File: src/rtl/sad_search_ctrl.sv
// sad_search_ctrl
// ----------------
// Sequencer for the 16-lane absolute-difference datapath used in block-matching
// motion search. Each cycle in ISSUE it addresses one block row at one candidate
// offset (row fastest, then x, then y). It accumulates the per-row SAD returned
// PIPE_LAT cycles later into a per-candidate SAD and tracks the strict minimum.
// The best offset is published with a one-cycle done pulse.
//
// Ports
//   Clk       in   clock, all state on rising edge
//   Rst       in   asynchronous active-high reset
//   start     in   single-cycle request, honoured only in IDLE
//   rd_en     out  row read strobe to the frame/window row buffers
//   cand_x    out  candidate x of the current issue
//   cand_y    out  candidate y of the current issue
//   row_idx   out  block row of the current issue
//   row_sad   in   per-row SAD, valid PIPE_LAT cycles after rd_en
//   busy      out  high from the cycle after start through the done cycle
//   done      out  one-cycle pulse, best_* valid
//   best_sad  out  minimum candidate SAD of the last completed search
//   best_x    out  x of that minimum
//   best_y    out  y of that minimum
//
// State | meaning
// ------+--------------------------------------------------------------
// IDLE  | waiting for start, counters at 0
// ISSUE | one rd_en per cycle, walking row/x/y
// DRAIN | no new issues, waiting for outstanding row_sad returns
// DONE  | best_* published, done pulse, back to IDLE

module sad_search_ctrl #(
  parameter int BLK_ROWS = 16,
  parameter int NUM_X    = 49,
  parameter int NUM_Y    = 33,
  parameter int ROW_W    = 18,
  parameter int ACC_W    = 22,
  parameter int PIPE_LAT = 2,
  localparam int XW = (NUM_X    > 1) ? $clog2(NUM_X)    : 1,
  localparam int YW = (NUM_Y    > 1) ? $clog2(NUM_Y)    : 1,
  localparam int RW = (BLK_ROWS > 1) ? $clog2(BLK_ROWS) : 1
) (
  input  logic             Clk,
  input  logic             Rst,
  input  logic             start,
  output logic             rd_en,
  output logic [XW-1:0]    cand_x,
  output logic [YW-1:0]    cand_y,
  output logic [RW-1:0]    row_idx,
  input  logic [ROW_W-1:0] row_sad,
  output logic             busy,
  output logic             done,
  output logic [ACC_W-1:0] best_sad,
  output logic [XW-1:0]    best_x,
  output logic [YW-1:0]    best_y
);

  typedef enum logic [1:0] {
    S_IDLE  = 2'd0,
    S_ISSUE = 2'd1,
    S_DRAIN = 2'd2,
    S_DONE  = 2'd3
  } state_t;

  localparam logic [RW-1:0] ROW_MAX = RW'(BLK_ROWS - 1);
  localparam logic [XW-1:0] X_MAX   = XW'(NUM_X - 1);
  localparam logic [YW-1:0] Y_MAX   = YW'(NUM_Y - 1);
  localparam int            LAST    = PIPE_LAT - 1;

  state_t state_q, state_d;

  logic [RW-1:0]    row_q, row_d;
  logic [XW-1:0]    x_q, x_d;
  logic [YW-1:0]    y_q, y_d;
  logic [ACC_W-1:0] acc_q, acc_d;
  logic [ACC_W-1:0] run_sad_q, run_sad_d;
  logic [XW-1:0]    run_x_q, run_x_d;
  logic [YW-1:0]    run_y_q, run_y_d;
  logic [ACC_W-1:0] best_sad_q, best_sad_d;
  logic [XW-1:0]    best_x_q, best_x_d;
  logic [YW-1:0]    best_y_q, best_y_d;

  // Return-tracking pipe: stage 0 is the issue of the previous cycle, stage
  // LAST lines up with the row_sad currently on the input.
  logic [PIPE_LAT-1:0] pv_q, pv_d;
  logic [PIPE_LAT-1:0] pfirst_q, pfirst_d;
  logic [PIPE_LAT-1:0] plast_q, plast_d;
  logic [XW-1:0]       px_q [PIPE_LAT];
  logic [XW-1:0]       px_d [PIPE_LAT];
  logic [YW-1:0]       py_q [PIPE_LAT];
  logic [YW-1:0]       py_d [PIPE_LAT];

  logic             last_issue;
  logic             pend_upstream;
  logic [ACC_W-1:0] ret_sum;

  assign rd_en    = (state_q == S_ISSUE);
  assign busy     = (state_q != S_IDLE);
  assign done     = (state_q == S_DONE);
  assign cand_x   = x_q;
  assign cand_y   = y_q;
  assign row_idx  = row_q;
  assign best_sad = best_sad_q;
  assign best_x   = best_x_q;
  assign best_y   = best_y_q;

  assign last_issue = (row_q == ROW_MAX) && (x_q == X_MAX) && (y_q == Y_MAX);

  // A first row restarts the sum, so the accumulator never needs clearing
  // between candidates or after an aborted search.
  assign ret_sum = pfirst_q[LAST] ? ACC_W'(row_sad) : (acc_q + ACC_W'(row_sad));

  // Anything still in flight other than the return being consumed right now.
  always_comb begin
    pend_upstream = 1'b0;
    for (int i = 0; i < PIPE_LAT - 1; i++) begin
      pend_upstream = pend_upstream | pv_q[i];
    end
  end

  always_comb begin
    state_d    = state_q;
    row_d      = row_q;
    x_d        = x_q;
    y_d        = y_q;
    acc_d      = acc_q;
    run_sad_d  = run_sad_q;
    run_x_d    = run_x_q;
    run_y_d    = run_y_q;
    best_sad_d = best_sad_q;
    best_x_d   = best_x_q;
    best_y_d   = best_y_q;
    pv_d       = pv_q;
    pfirst_d   = pfirst_q;
    plast_d    = plast_q;
    px_d       = px_q;
    py_d       = py_q;

    pv_d[0]     = rd_en;
    pfirst_d[0] = (row_q == '0);
    plast_d[0]  = (row_q == ROW_MAX);
    px_d[0]     = x_q;
    py_d[0]     = y_q;
    for (int i = 1; i < PIPE_LAT; i++) begin
      pv_d[i]     = pv_q[i-1];
      pfirst_d[i] = pfirst_q[i-1];
      plast_d[i]  = plast_q[i-1];
      px_d[i]     = px_q[i-1];
      py_d[i]     = py_q[i-1];
    end

    // Strict less-than keeps the earliest candidate in scan order on ties.
    if (pv_q[LAST]) begin
      acc_d = ret_sum;
      if (plast_q[LAST] && (ret_sum < run_sad_q)) begin
        run_sad_d = ret_sum;
        run_x_d   = px_q[LAST];
        run_y_d   = py_q[LAST];
      end
    end

    unique case (state_q)
      S_IDLE: begin
        if (start) begin
          state_d   = S_ISSUE;
          row_d     = '0;
          x_d       = '0;
          y_d       = '0;
          run_sad_d = '1;
          run_x_d   = '0;
          run_y_d   = '0;
        end
      end
      S_ISSUE: begin
        if (row_q == ROW_MAX) begin
          row_d = '0;
          if (x_q == X_MAX) begin
            x_d = '0;
            y_d = (y_q == Y_MAX) ? '0 : (y_q + YW'(1));
          end else begin
            x_d = x_q + XW'(1);
          end
        end else begin
          row_d = row_q + RW'(1);
        end
        if (last_issue) state_d = S_DRAIN;
      end
      S_DRAIN: begin
        // The final return is consumed on this same edge, so publish the
        // running values including that last compare.
        if (!pend_upstream) begin
          state_d    = S_DONE;
          best_sad_d = run_sad_d;
          best_x_d   = run_x_d;
          best_y_d   = run_y_d;
        end
      end
      S_DONE: begin
        state_d = S_IDLE;
      end
      default: begin
        state_d = S_IDLE;
      end
    endcase
  end

  always_ff @(posedge Clk or posedge Rst) begin
    if (Rst) begin
      state_q <= S_IDLE;
    end else begin
      state_q <= state_d;
    end
  end

  always_ff @(posedge Clk or posedge Rst) begin
    if (Rst) begin
      row_q      <= '0;
      x_q        <= '0;
      y_q        <= '0;
      acc_q      <= '0;
      run_sad_q  <= '0;
      run_x_q    <= '0;
      run_y_q    <= '0;
      best_sad_q <= '0;
      best_x_q   <= '0;
      best_y_q   <= '0;
      pv_q       <= '0;
      pfirst_q   <= '0;
      plast_q    <= '0;
      for (int i = 0; i < PIPE_LAT; i++) begin
        px_q[i] <= '0;
        py_q[i] <= '0;
      end
    end else begin
      row_q      <= row_d;
      x_q        <= x_d;
      y_q        <= y_d;
      acc_q      <= acc_d;
      run_sad_q  <= run_sad_d;
      run_x_q    <= run_x_d;
      run_y_q    <= run_y_d;
      best_sad_q <= best_sad_d;
      best_x_q   <= best_x_d;
      best_y_q   <= best_y_d;
      pv_q       <= pv_d;
      pfirst_q   <= pfirst_d;
      plast_q    <= plast_d;
      for (int i = 0; i < PIPE_LAT; i++) begin
        px_q[i] <= px_d[i];
        py_q[i] <= py_d[i];
      end
    end
  end

endmodule

File: config.mk
export PLATFORM = sky130hd
export DESIGN_NAME = sad_search_ctrl
export DESIGN_NICKNAME = d
export VERILOG_FILES = /design/src/rtl/sad_search_ctrl.sv
export SDC_FILE = /design/constraint.sdc
export NUM_CORES = 1
export LEC_CHECK = 0
export ABC_AREA = 1
export CORE_AREA = 2 2 121 170
export DETAILED_ROUTE_END_ITERATION = 12
export DIE_AREA = 0 0 123 172
export HOLD_SLACK_MARGIN = 0.02
export PLACE_DENSITY = 0.68
export SYNTH_ARGS = -nofsm -noshare
export SYNTH_HDL_FRONTEND = slang
export SYNTH_SLANG_ARGS = --single-unit
File: constraint.sdc
create_clock -name Clk -period 4.5 [get_ports Clk]
set_input_delay 0.45 -clock Clk [delete_from_list [all_inputs] [get_ports Clk]]
set_output_delay 0.45 -clock Clk [all_outputs]
set_load 0.02 [all_outputs]
==> reports/results.tsv, run 1 <==
stage	metric	value	unit
placed_design	DP HPWL	14.1	mm
synthesis	sequential area share after synthesis	44.7	%
global_route	largest net degree at the start of global routing	78	
setup_path	Crit Path Max Fanout	31	
floorplanning	DIE HEIGHT	172	um
routing	total number of vias	6598	
setup_path	CP required	4.76	ns
setup_path	critical path's slowest cell	clkdlybuf4s50_1	
global_route	first-pass GRT wire length	31.0	mm
timing	crit path time final	3.82	ns
setup_path	CP arrival	4.08	ns
floorplanning	Die ar.	21200	um^2
global_route	number of global-route vias before repair	6397	
pwr	total power per unit cell area	677	nW/um^2
finish	share of cells above drive strength 1	5.79	%
cts	CTS Sinks	138	
timing	number of failing hold endpoints at the final stage	0	
cts	# resized after CTS	0	
setup_path	most used cell, CP	nand2_1	
timing	slew margin rel.	29.0	%
synthesis	Post-synth top flop	dfrtp_1	
pwr	peak supply drop	0.000401	V
synthesis	Post-Synthesis Cells	1041	
cts	CTS Buf Count	17	
global_route	initial antenna violation count	0	
finish	# fillers	1927	
pwr	clock network power share	21.6	%
routing	wirelength, routed	19.1	mm
floorplanning	# rows	61	
finish	register area	3450	um^2
pwr	Power Internal	3.55	mW
synthesis	Post-synth EDFFs	0	
finish	commonest non-fill, non-tap cell in the layout	nand2_1	
routing	drt drc	0	
synthesis	cell taking the most area after synthesis	dfrtp_1	
cts	clock buffer depth	2	
setup_path	WP buf/inv	6	
timing	Final TNS setup	0	ns
finish	commonest non-fill, non-tap cells in the layout	nand2_1 (376), inv_1 (161), dfrtp_1 (138)	
synthesis	synth unique cells	38	
synthesis	yosys warns	0	
placed_design	GP Congestion	0.911	
timing	RSZ-0062 raised after global routing	no	
pwr	combinational fraction of design power	48.3	%
cts	root buffer cell	clkbuf_16	
floorplanning	Die Wd	123	um
timing	Final setup viols	0	
routing	WL/cell	13.9	um
floorplanning	Core Box Area	19700	um^2
floorplanning	Starting Density	39.2	%
timing	Slew @ Worst Pin	1.06	ns
pwr	Psw	2.72	mW
finish	multi-input combinational cell area	3440	um^2
pwr	sw frac	43.4	%
outcome	outcome	complete, no violations	
finish	final net count	1181	
timing	fmax	262	MHz
cts	Hold Buf Count CTS	0	
cts	CTS tree	yes	
synthesis	mapped cell area	7720	um^2
cts	Worst-path clk slew	0.06	ns
setup_path	CP startpoint kind	primary input	
synthesis	Synth Area per Inst	7.42	um^2
cts	clk_lat worst skew	0.42	ns
timing	Max Slew Vio Count	0	
global_route	GRT overflow	0	
placed_design	Port Buf Inserts	73	
finish	Final Non-Filler Cells	1375	
synthesis	async set-or-reset flop fraction in the synthesized netlist	100	%
pwr	share of total power in sequential cells	30.1	%
routing	initial drt markers	447	
routing	DR pass1 iterations	7	
routing	Routed Antenna Nets	0	
finish	P&R area growth vs syn	20.0	%
timing	period utilisation layout	84.9	%
synthesis	register bit total from synthesis	138	
floorplanning	Ports	74	
cts	Post-CTS Setup Inserts	0	
synthesis	syn nets	1112	
timing	clk_skew	0.00751	ns
flow_run	MaxCap Viol Count	0	
placed_design	Placed Cells	1343	
global_route	Overall Global Routing Usage	18.8	%
setup_path	crit-path leading delay family	simple AND/OR/NAND/NOR gates	
synthesis	top cells by area, synth	dfrtp_1 (45%), nand2_1 (18%), ha_1 (7.9%), inv_1 (7.9%), nand3_1 (5.2%)	
timing	hold_ws	0.342	ns
setup_path	Crit Path Class	in2reg	
min_path	worst hold path class	reg2reg	
synthesis	area share of the largest cell type after synthesis	44.7	%
routing	routed vias/inst	4.80	
setup_path	CP endpoint kind	flip-flop	
finish	diodes inserted	0	
cts	total number of H-tree levels	4	
setup_path	crit-path max cell delay	0.50	ns
pwr	leak pwr	4.95	nW
## registers in the layout, summed over array words and instances (netlist names), 6 cells and up
name,cells
acc_q,22
best_sad,22
best_x,6
best_y,6
cand_x,6
cand_y,6
px_d,6
px_q,6
py_d,6
py_q,6
run_sad_q,22
run_x_q,6
run_y_q,6
## path summary, 6_finish.rpt
path / from / to / slack, ns / depth (start not counted)
max in group asynchronous: Rst / run_sad_q[17] / 3.08 / 3
worst min register to register: pfirst_q[0] / pfirst_q[1] / 0.34 / 0
min in group asynchronous: Rst / best_x[1] / 0.51 / 2
worst min-delay path: pfirst_q[0] / pfirst_q[1] / 0.34 / 0
worst max register to register: acc_q[0] / run_sad_q[17] / 0.84 / 26
worst max-delay path: row_sad[0] / run_sad_q[17] / 0.68 / 27
## kinds of logic after synthesis
group | Yosys count | share of synthesized area, %
and+or+nand+nor | 553 | 29.4
buffers and inverters | 202 | 10.8
DFF | 138 | 44.7
AOI/OAI and AO/OA | 97 | 6.84
adders and majority gates | 50 | 8.20
xor gates and xnor gates | 1 | 0.113
## cell type report
cell class,count,area share (%)
Multi-Input combinational cell,701,37.1
Sequential cell,138,37.3
Clock buffer,20,5.04
Clock inverter,12,1.24
Timing Repair Buffer,85,9.13
Tap cell,252,3.40
Inverter,167,6.82
## stage by stage
stage	util, %	cell area [um^2]	total power, mW	worst slack, ns
final	47.1	9270	6.27	0.679
after global routing	47.1	9270	6.79	0.363
after CTS	47.1	9270	6.32	0.720
after detailed placement	44.1	8690	4.93	0.322
after global placement	44.1	8690	4.89	0.396
after floorplan	-	7720	3.85	0.354
## synth_stat cells, drive strengths merged, types with 3 or more instances
cell type,number
a21oi,36
a31oi,6
buf,19
clkbuf,16
dfrtp,138
ha,49
inv,166
nand2,379
nand3,81
nand3b,3
nand4,9
nor2,59
nor3,11
o21ai,49
or2,9
## power by group through the flow
stage	registers (mW)	clock network [mW]	logic, mW
finish	1.89	1.35	3.03
global route	1.93	1.44	3.42
CTS	1.90	1.38	3.05
detailed placement	1.91	0	3.02
global placement	1.91	0	2.98
floorplan	2.02	0	1.84
## metal layers
layer,share of wire [%],track usage (%),up-vias,wire (um)
met3,3.2,2.80,35,618
met4,3.1,8.50,0,598
met5,0,0,-,0
met2,52,33.6,126,9880
met1,42,22.1,3061,8000
li1,-,-,3376,-
(Power assumes the default switching activity.)
==> run 2: changes to the inputs <==
==> constraint.sdc (replaced) <==
create_clock -name Clk -period 4 [get_ports Clk]
set_input_delay 0.4 -clock Clk [delete_from_list [all_inputs] [get_ports Clk]]
set_output_delay 0.4 -clock Clk [all_outputs]
set_load 0.02 [all_outputs]
==> run 2 against run 1 <==
Against the previous run:
- design area is 3.3% higher
- highest routed layer unchanged
- combinational power increased by 21%
- sequential share of layout area is 1.2 points lower
- utilization is 1.5 points higher
- critical path depth shrank 1
- first-iteration DRC count is 3.8% higher
- setup slack lost 0.26 ns
- routed wire length increased by 3.5%
- via count increased by 2.2%
- sequential cell count unchanged
- final cell count increased by 2.5%
- global-route usage is 0.87 points higher
==> reports/results.tsv, run 2 (synthesis gave the netlist of run 1 again) <==
stage	metric	value	unit	change
outcome	outcome	complete, no violations		unchanged
finish	commonest non-fill, non-tap cells in the layout	nand2_1 (376), inv_1 (161), dfrtp_1 (138)		unchanged
timing	Slew @ Worst Pin	0.969	ns	was 1.06 ns
cts	clock buffer depth	2		unchanged
setup_path	reg2reg path depth	25		was 26
routing	Routed Antenna Nets	0		unchanged
finish	diodes inserted	0		unchanged
timing	slew margin rel.	35.3	%	was 29.0%
placed_design	GP Congestion	0.944		was 0.911
finish	commonest non-fill, non-tap cell in the layout	nand2_1		unchanged
cts	CTS Buf Count	17		unchanged
cts	CTS tree	yes		unchanged
floorplanning	# rows	61		unchanged
setup_path	Crit path depth	26		was 27
pwr	total power per unit cell area	773	nW/um^2	was 677 nW/um^2
timing	final worst-path setup slack	0.416	ns	was 0.679 ns
timing	RSZ-0062 raised after global routing	no		unchanged
routing	DR pass1 iterations	6		was 7
placed_design	DP HPWL	14.8	mm	was 14.1 mm
global_route	GRT overflow	0		unchanged
setup_path	crit-path leading delay family	buffers and inverters		was simple AND/OR/NAND/NOR gates
floorplanning	Ports	74		unchanged
floorplanning	Die ar.	21200	um^2	unchanged
placed_design	Placed Cells	1377		was 1,343
timing	Final setup viols	0		unchanged
finish	Final Non-Filler Cells	1410		was 1,375
global_route	first-pass GRT wire length	32.3	mm	was 31.0 mm
timing	number of failing hold endpoints at the final stage	0		unchanged
routing	routed vias/inst	4.78		was 4.80
cts	CTS Sinks	138		unchanged
global_route	largest net degree at the start of global routing	64		was 78
setup_path	CP required	4.31	ns	was 4.76 ns
routing	WL/cell	14.0	um	was 13.9 um
flow_run	MaxCap Viol Count	0		unchanged
finish	final net count	1217		was 1,181
setup_path	Crit Path Max Fanout	21		was 31
pwr	leak pwr	5.14	nW	was 4.95 nW
global_route	Overall Global Routing Usage	19.7	%	was 18.8%
setup_path	CP endpoint kind	flip-flop		unchanged
setup_path	CP arrival	3.89	ns	was 4.08 ns
setup_path	crit-path max cell delay	0.49	ns	was 0.50 ns
routing	drt drc	0		unchanged
cts	Hold Buf Count CTS	0		unchanged
floorplanning	Starting Density	39.2	%	unchanged
timing	crit path time final	3.58	ns	
floorplanning	Die Wd	123	um	unchanged
min_path	Min-Delay Path Depth	0		unchanged
global_route	initial antenna violation count	0		unchanged
timing	fmax	279	MHz	
setup_path	CP startpoint kind	primary input		unchanged
finish	share of cells above drive strength 1	8.72	%	was 5.79%
routing	wirelength, routed	19.8	mm	was 19.1 mm
setup_path	WP buf/inv	9		was 6
routing	initial drt markers	464		was 447
finish	# fillers	1961		was 1,927
placed_design	Port Buf Inserts	73		unchanged
routing	total number of vias	6742		was 6,598
timing	clk_skew	0.0188	ns	was 0.00751 ns
placed_design	Setup WS pre-CTS	-0.0895	ns	was 0.322 ns
min_path	worst hold path class	reg2reg		unchanged
global_route	number of global-route vias before repair	6655		was 6,397
cts	clk_lat worst skew	0.43	ns	was 0.42 ns
cts	Worst-path clk slew	0.06	ns	about the same
pwr	peak supply drop	0.000346	V	was 0.000401 V
floorplanning	Core Box Area	19700	um^2	unchanged
cts	total number of H-tree levels	4		unchanged
setup_path	Crit Path Class	in2reg		unchanged
finish	P&R area growth vs syn	23.9	%	was 20.0%
setup_path	critical path's slowest cell	clkdlybuf4s50_1		unchanged
floorplanning	DIE HEIGHT	172	um	unchanged
cts	root buffer cell	clkbuf_16		unchanged
timing	period utilisation layout	89.6	%	
timing	Max Slew Vio Count	0		unchanged
run 2: report_power, final:
group / internal (mW) / switching [mW] / total (mW)
registers: 1.81 / 0.317 / 2.13
clock network: 0.932 / 0.654 / 1.59
logic: 1.47 / 2.21 / 3.68
total: 4.22 / 3.18 / 7.39
run 2: timing repair:
item / in CTS / in global routing
gates resized for setup: 0 / 2
buffers inserted: 0 / 2
setup endpoints to repair: 0 / 55
run 2: path summary, 6_finish.rpt:
check	startpoint	end	slack, ns
min in group asynchronous	Rst	px_d[4]	0.54
worst min register to register	py_d[5]	py_q[5]	0.34
worst min-delay path	py_d[5]	py_q[5]	0.34
worst max register to register	acc_q[0]	best_y[2]	0.50
max in group asynchronous	Rst	pfirst_q[0]	2.51
worst max-delay path	row_sad[0]	best_y[2]	0.42
run 2: area by class of cell:
class	count	area, um^2	area share [%]
sequential	138	3450	36.1
tap	252	315	3.29
multi-input combinational	701	3450	36.1
clock inverter	14	164	1.71
inverter	167	631	6.59
clock buffer	17	425	4.45
timing repair buffer	121	1130	11.8
run 2: worst reg2reg max path, cell delays in order (launching register included):
cell,delay [ns]
dfrtp_1,0.37
ha_1,0.17
inv_1,0.06
fa_1,0.38
inv_1,0.08
nand2_1,0.10
o21ai_4,0.20
buf_4,0.15
buf_4,0.09
nand3_1,0.09
nand3_1,0.10
nand2_1,0.05
nand3_1,0.12
inv_1,0.06
ha_1,0.27
nand2_1,0.05
inv_1,0.09
nand3_1,0.10
a21o_1,0.17
nand3_2,0.09
inv_1,0.06
nand2_2,0.12
buf_12,0.17
nand2_1,0.09
nand3_1,0.09
nand2_1,0.05
run 2: metrics by stage:
step           area (um^2)  power (mW)  utilization (%)  hold WS (ns)  TNS [ns]
2_1_floorplan         7730        4.34                -         0.331         0
3_3_place_gp          8950        5.75             45.5         0.331     -1.08
3_5_place_dp          8950        5.81             45.5         0.335     -3.38
4_1_cts               9540        7.43             48.5         0.346         0
5_1_grt               9570        8.00             48.6         0.354         0
6_report              9570        7.39             48.6         0.344         0
run 2: routing by layer:
layer  vias to the layer above  wire length (um)  GRT usage, %
met5                         -                 0             0
met4                         0               497          7.41
met3                        31               726          3.07
met2                       157             10400          36.2
met1                      3113              8150          22.8
li1                       3441                 -             -
==> run 3: changes to the inputs <==
--- a/config.mk
+++ b/config.mk
@@ -9,6 +9,7 @@
 export CORE_AREA = 2 2 121 170
 export DETAILED_ROUTE_END_ITERATION = 12
 export DIE_AREA = 0 0 123 172
+export GPL_ROUTABILITY_DRIVEN = 0
 export HOLD_SLACK_MARGIN = 0.02
 export PLACE_DENSITY = 0.68
 export SYNTH_ARGS = -nofsm -noshare
==> run 3 against run 2 <==
Against the previous run:
- combinational power is 3% lower
- critical path depth up 2
- power is 1.4% lower
- die area did not move
- final cell count is 0.85% lower
- routed wire length down 1.2%
- largest power group unchanged
- first-iteration DRC count grew 22%
- clock skew decreased by 0.0090 ns
==> reports/results.tsv, run 3 (synthesis gave the netlist of run 1 again) <==
stage	metric	value	unit	change
floorplanning	# rows	61		unchanged
finish	final net count	1204		was 1,217
routing	WL/cell	14.0	um	about the same
min_path	Worst Hold End	pfirst_q[1]		was py_q[5]
floorplanning	Die Wd	123	um	unchanged
floorplanning	Ports	74		unchanged
pwr	Power Internal	4.10	mW	was 4.22 mW
placed_design	DP HPWL	14.5	mm	was 14.8 mm
setup_path	Crit Path Max Fanout	21		unchanged
pwr	leak pwr	5.08	nW	was 5.14 nW
routing	initial drt markers	566		was 464
routing	routed vias/inst	4.85		was 4.78
finish	diodes inserted	0		unchanged
placed_design	Setup WS pre-CTS	-0.0461	ns	was -0.0895 ns
cts	CTS Sinks	138		unchanged
routing	wirelength, routed	19.5	mm	was 19.8 mm
pwr	clock network power share	21.6	%	was 21.4%
finish	Final Non-Filler Cells	1398		was 1,410
setup_path	R2R Setup Slk	0.45	ns	was 0.50 ns
setup_path	FF-to-FF Start	acc_q[0]		unchanged
cts	total number of H-tree levels	4		unchanged
setup_path	CP startpoint kind	primary input		unchanged
setup_path	reg2reg path depth	27		was 25
setup_path	Crit Path Class	in2reg		unchanged
floorplanning	DIE HEIGHT	172	um	unchanged
floorplanning	Core Box Area	19700	um^2	unchanged
global_route	GRT overflow	0		unchanged
timing	number of failing hold endpoints at the final stage	0		unchanged
global_route	first-pass GRT wire length	31.7	mm	was 32.3 mm
pwr	peak supply drop	0.000313	V	was 0.000346 V
timing	final worst-path setup slack	0.367	ns	was 0.416 ns
finish	Final Instance Area	9480	um^2	was 9570 um^2
cts	root buffer cell	clkbuf_16		unchanged
pwr	sw frac	43.7	%	was 43.0%
placed_design	Port Buf Inserts	73		unchanged
global_route	largest net degree at the start of global routing	48		was 64
setup_path	CP endpoint kind	flip-flop		unchanged
setup_path	CP arrival	3.94	ns	was 3.89 ns
finish	commonest non-fill, non-tap cell in the layout	nand2_1		unchanged
cts	Hold Buf Count CTS	0		unchanged
pwr	total power per unit cell area	768	nW/um^2	was 773 nW/um^2
global_route	Overall Global Routing Usage	19.4	%	was 19.7%
pwr	Psw	3.18	mW	about the same
floorplanning	Die ar.	21200	um^2	unchanged
timing	fmax	275	MHz	was 279 MHz
timing	clk_skew	0.00978	ns	was 0.0188 ns
cts	clock buffer depth	2		unchanged
cts	Post-CTS Setup Inserts	0		unchanged
finish	commonest non-fill, non-tap cells in the layout	nand2_1 (376), inv_1 (161), dfrtp_1 (138)		unchanged
timing	Max Slew Vio Count	0		unchanged
cts	# resized after CTS	0		unchanged
timing	Slew @ Worst Pin	1.11	ns	was 0.969 ns
min_path	Min-Delay Path Depth	0		unchanged
cts	CTS tree	yes		unchanged
pwr	total power	7.29	mW	was 7.39 mW
min_path	worst hold path class	reg2reg		unchanged
finish	# fillers	1946		was 1,961
timing	RSZ-0062 raised after global routing	no		unchanged
timing	slew margin rel.	26.0	%	was 35.3%
timing	hold_ws	0.337	ns	was 0.344 ns
timing	crit path time final	3.63	ns	was 3.58 ns
setup_path	CP required	4.31	ns	about the same
cts	Worst-path clk slew	0.06	ns	about the same
finish	share of cells above drive strength 1	7.68	%	was 8.72%
finish	final core occ	48.2	%	was 48.6%
timing	Final TNS setup	0	ns	unchanged
timing	period utilisation layout	90.8	%	was 89.6%
cts	clk_lat worst skew	0.42	ns	was 0.43 ns
pwr	combinational fraction of design power	49.2	%	was 49.7%
cts	CTS Buf Count	17		unchanged
placed_design	Placed Cells	1366		was 1,377
min_path	HP Start	pfirst_q[0]		was py_d[5]
global_route	number of global-route vias before repair	6499		was 6,655
flow_run	MaxCap Viol Count	0		unchanged
routing	total number of vias	6777		was 6,742
setup_path	reg2reg end	best_sad[0]		was best_y[2]
placed_design	Placement Cell Area	8890	um^2	was 8950 um^2
global_route	initial antenna violation count	0		unchanged
floorplanning	Starting Density	39.2	%	unchanged
pwr	share of total power in sequential cells	29.2	%	was 28.8%
routing	DR pass1 iterations	5		was 6
finish	P&R area growth vs syn	22.8	%	was 23.9%
timing	Final setup viols	0		unchanged
routing	Routed Antenna Nets	0		unchanged
routing	drt drc	0		unchanged
outcome	outcome	complete, no violations		unchanged
==> run 3: cell count changes in the layout (fill, tap and decap cells not counted) <==
cell        before  now
buf_12           3    5
nand3_1         80   81
clkbuf_8         0    1
inv_8            2    4
inv_6            4    5
buf_4           45   30
bufinv_16        2    1
clkinv_2         1    0
o21ai_2          1    2
nand3_2          1    0
clkinvlp_4       3    4
o21ai_4          1    0
clkinv_4         3    1
==> run 3: area by class of cell <==
class,count,area [um^2],area share (%)
multi-input combinational,701,3440,36.3
tap,252,315,3.32
timing repair buffer,108,1060,11.1
clock inverter,14,150,1.58
sequential,138,3450,36.4
clock buffer,18,439,4.63
inverter,167,631,6.65
==> run 3: worst max-delay path by stage <==
stage / cells past startpoint / from / end
finish: 28 / row_sad[0] / best_sad[0]
global route: 24 / row_sad[6] / best_sad[21]
CTS: 28 / row_sad[0] / best_sad[0]
detailed placement: 28 / row_sad[0] / best_x[4]
global placement: 28 / row_sad[0] / best_sad[0]
floorplan: 27 / row_sad[0] / best_x[0]
==> run 3: layer usage <==
layer	routed length [um]	share of wire (%)	track usage, %
met5	0	0	0
met1	7940	41	22.6
met4	625	3.2	8.10
met3	787	4.0	2.74
met2	10200	52	35.2
==> run 3: critical path, cell delays in order <==
cell and delay [ns]:
clkdlybuf4s50_1 0.48, ha_1 0.17, inv_1 0.06, fa_1 0.35, inv_1 0.09, nand2_1 0.08
o21ai_2 0.23, nand2_1 0.11, nand2_1 0.13, nand2_1 0.10, nand2_1 0.07, nand2_1 0.04
nand2_1 0.05, nand2_1 0.04, nand2_1 0.12, inv_1 0.05, ha_1 0.27, nand2_1 0.05
inv_1 0.06, o21ai_0 0.08, a21o_1 0.16, nand3_1 0.12, inv_1 0.07, nand2_2 0.13
buf_12 0.17, nand2_1 0.08, nand3_1 0.10, nand2_1 0.06
==> run 3: power groups by stage <==
stage | Combinational, mW | Clock [mW] | Sequential [mW]
after CTS | 3.59 | 1.61 | 2.14
after global routing | 4.03 | 1.66 | 2.18
after detailed placement | 3.57 | 0 | 2.16
final | 3.58 | 1.57 | 2.13
after floorplan | 2.06 | 0 | 2.27
after global placement | 3.53 | 0 | 2.15
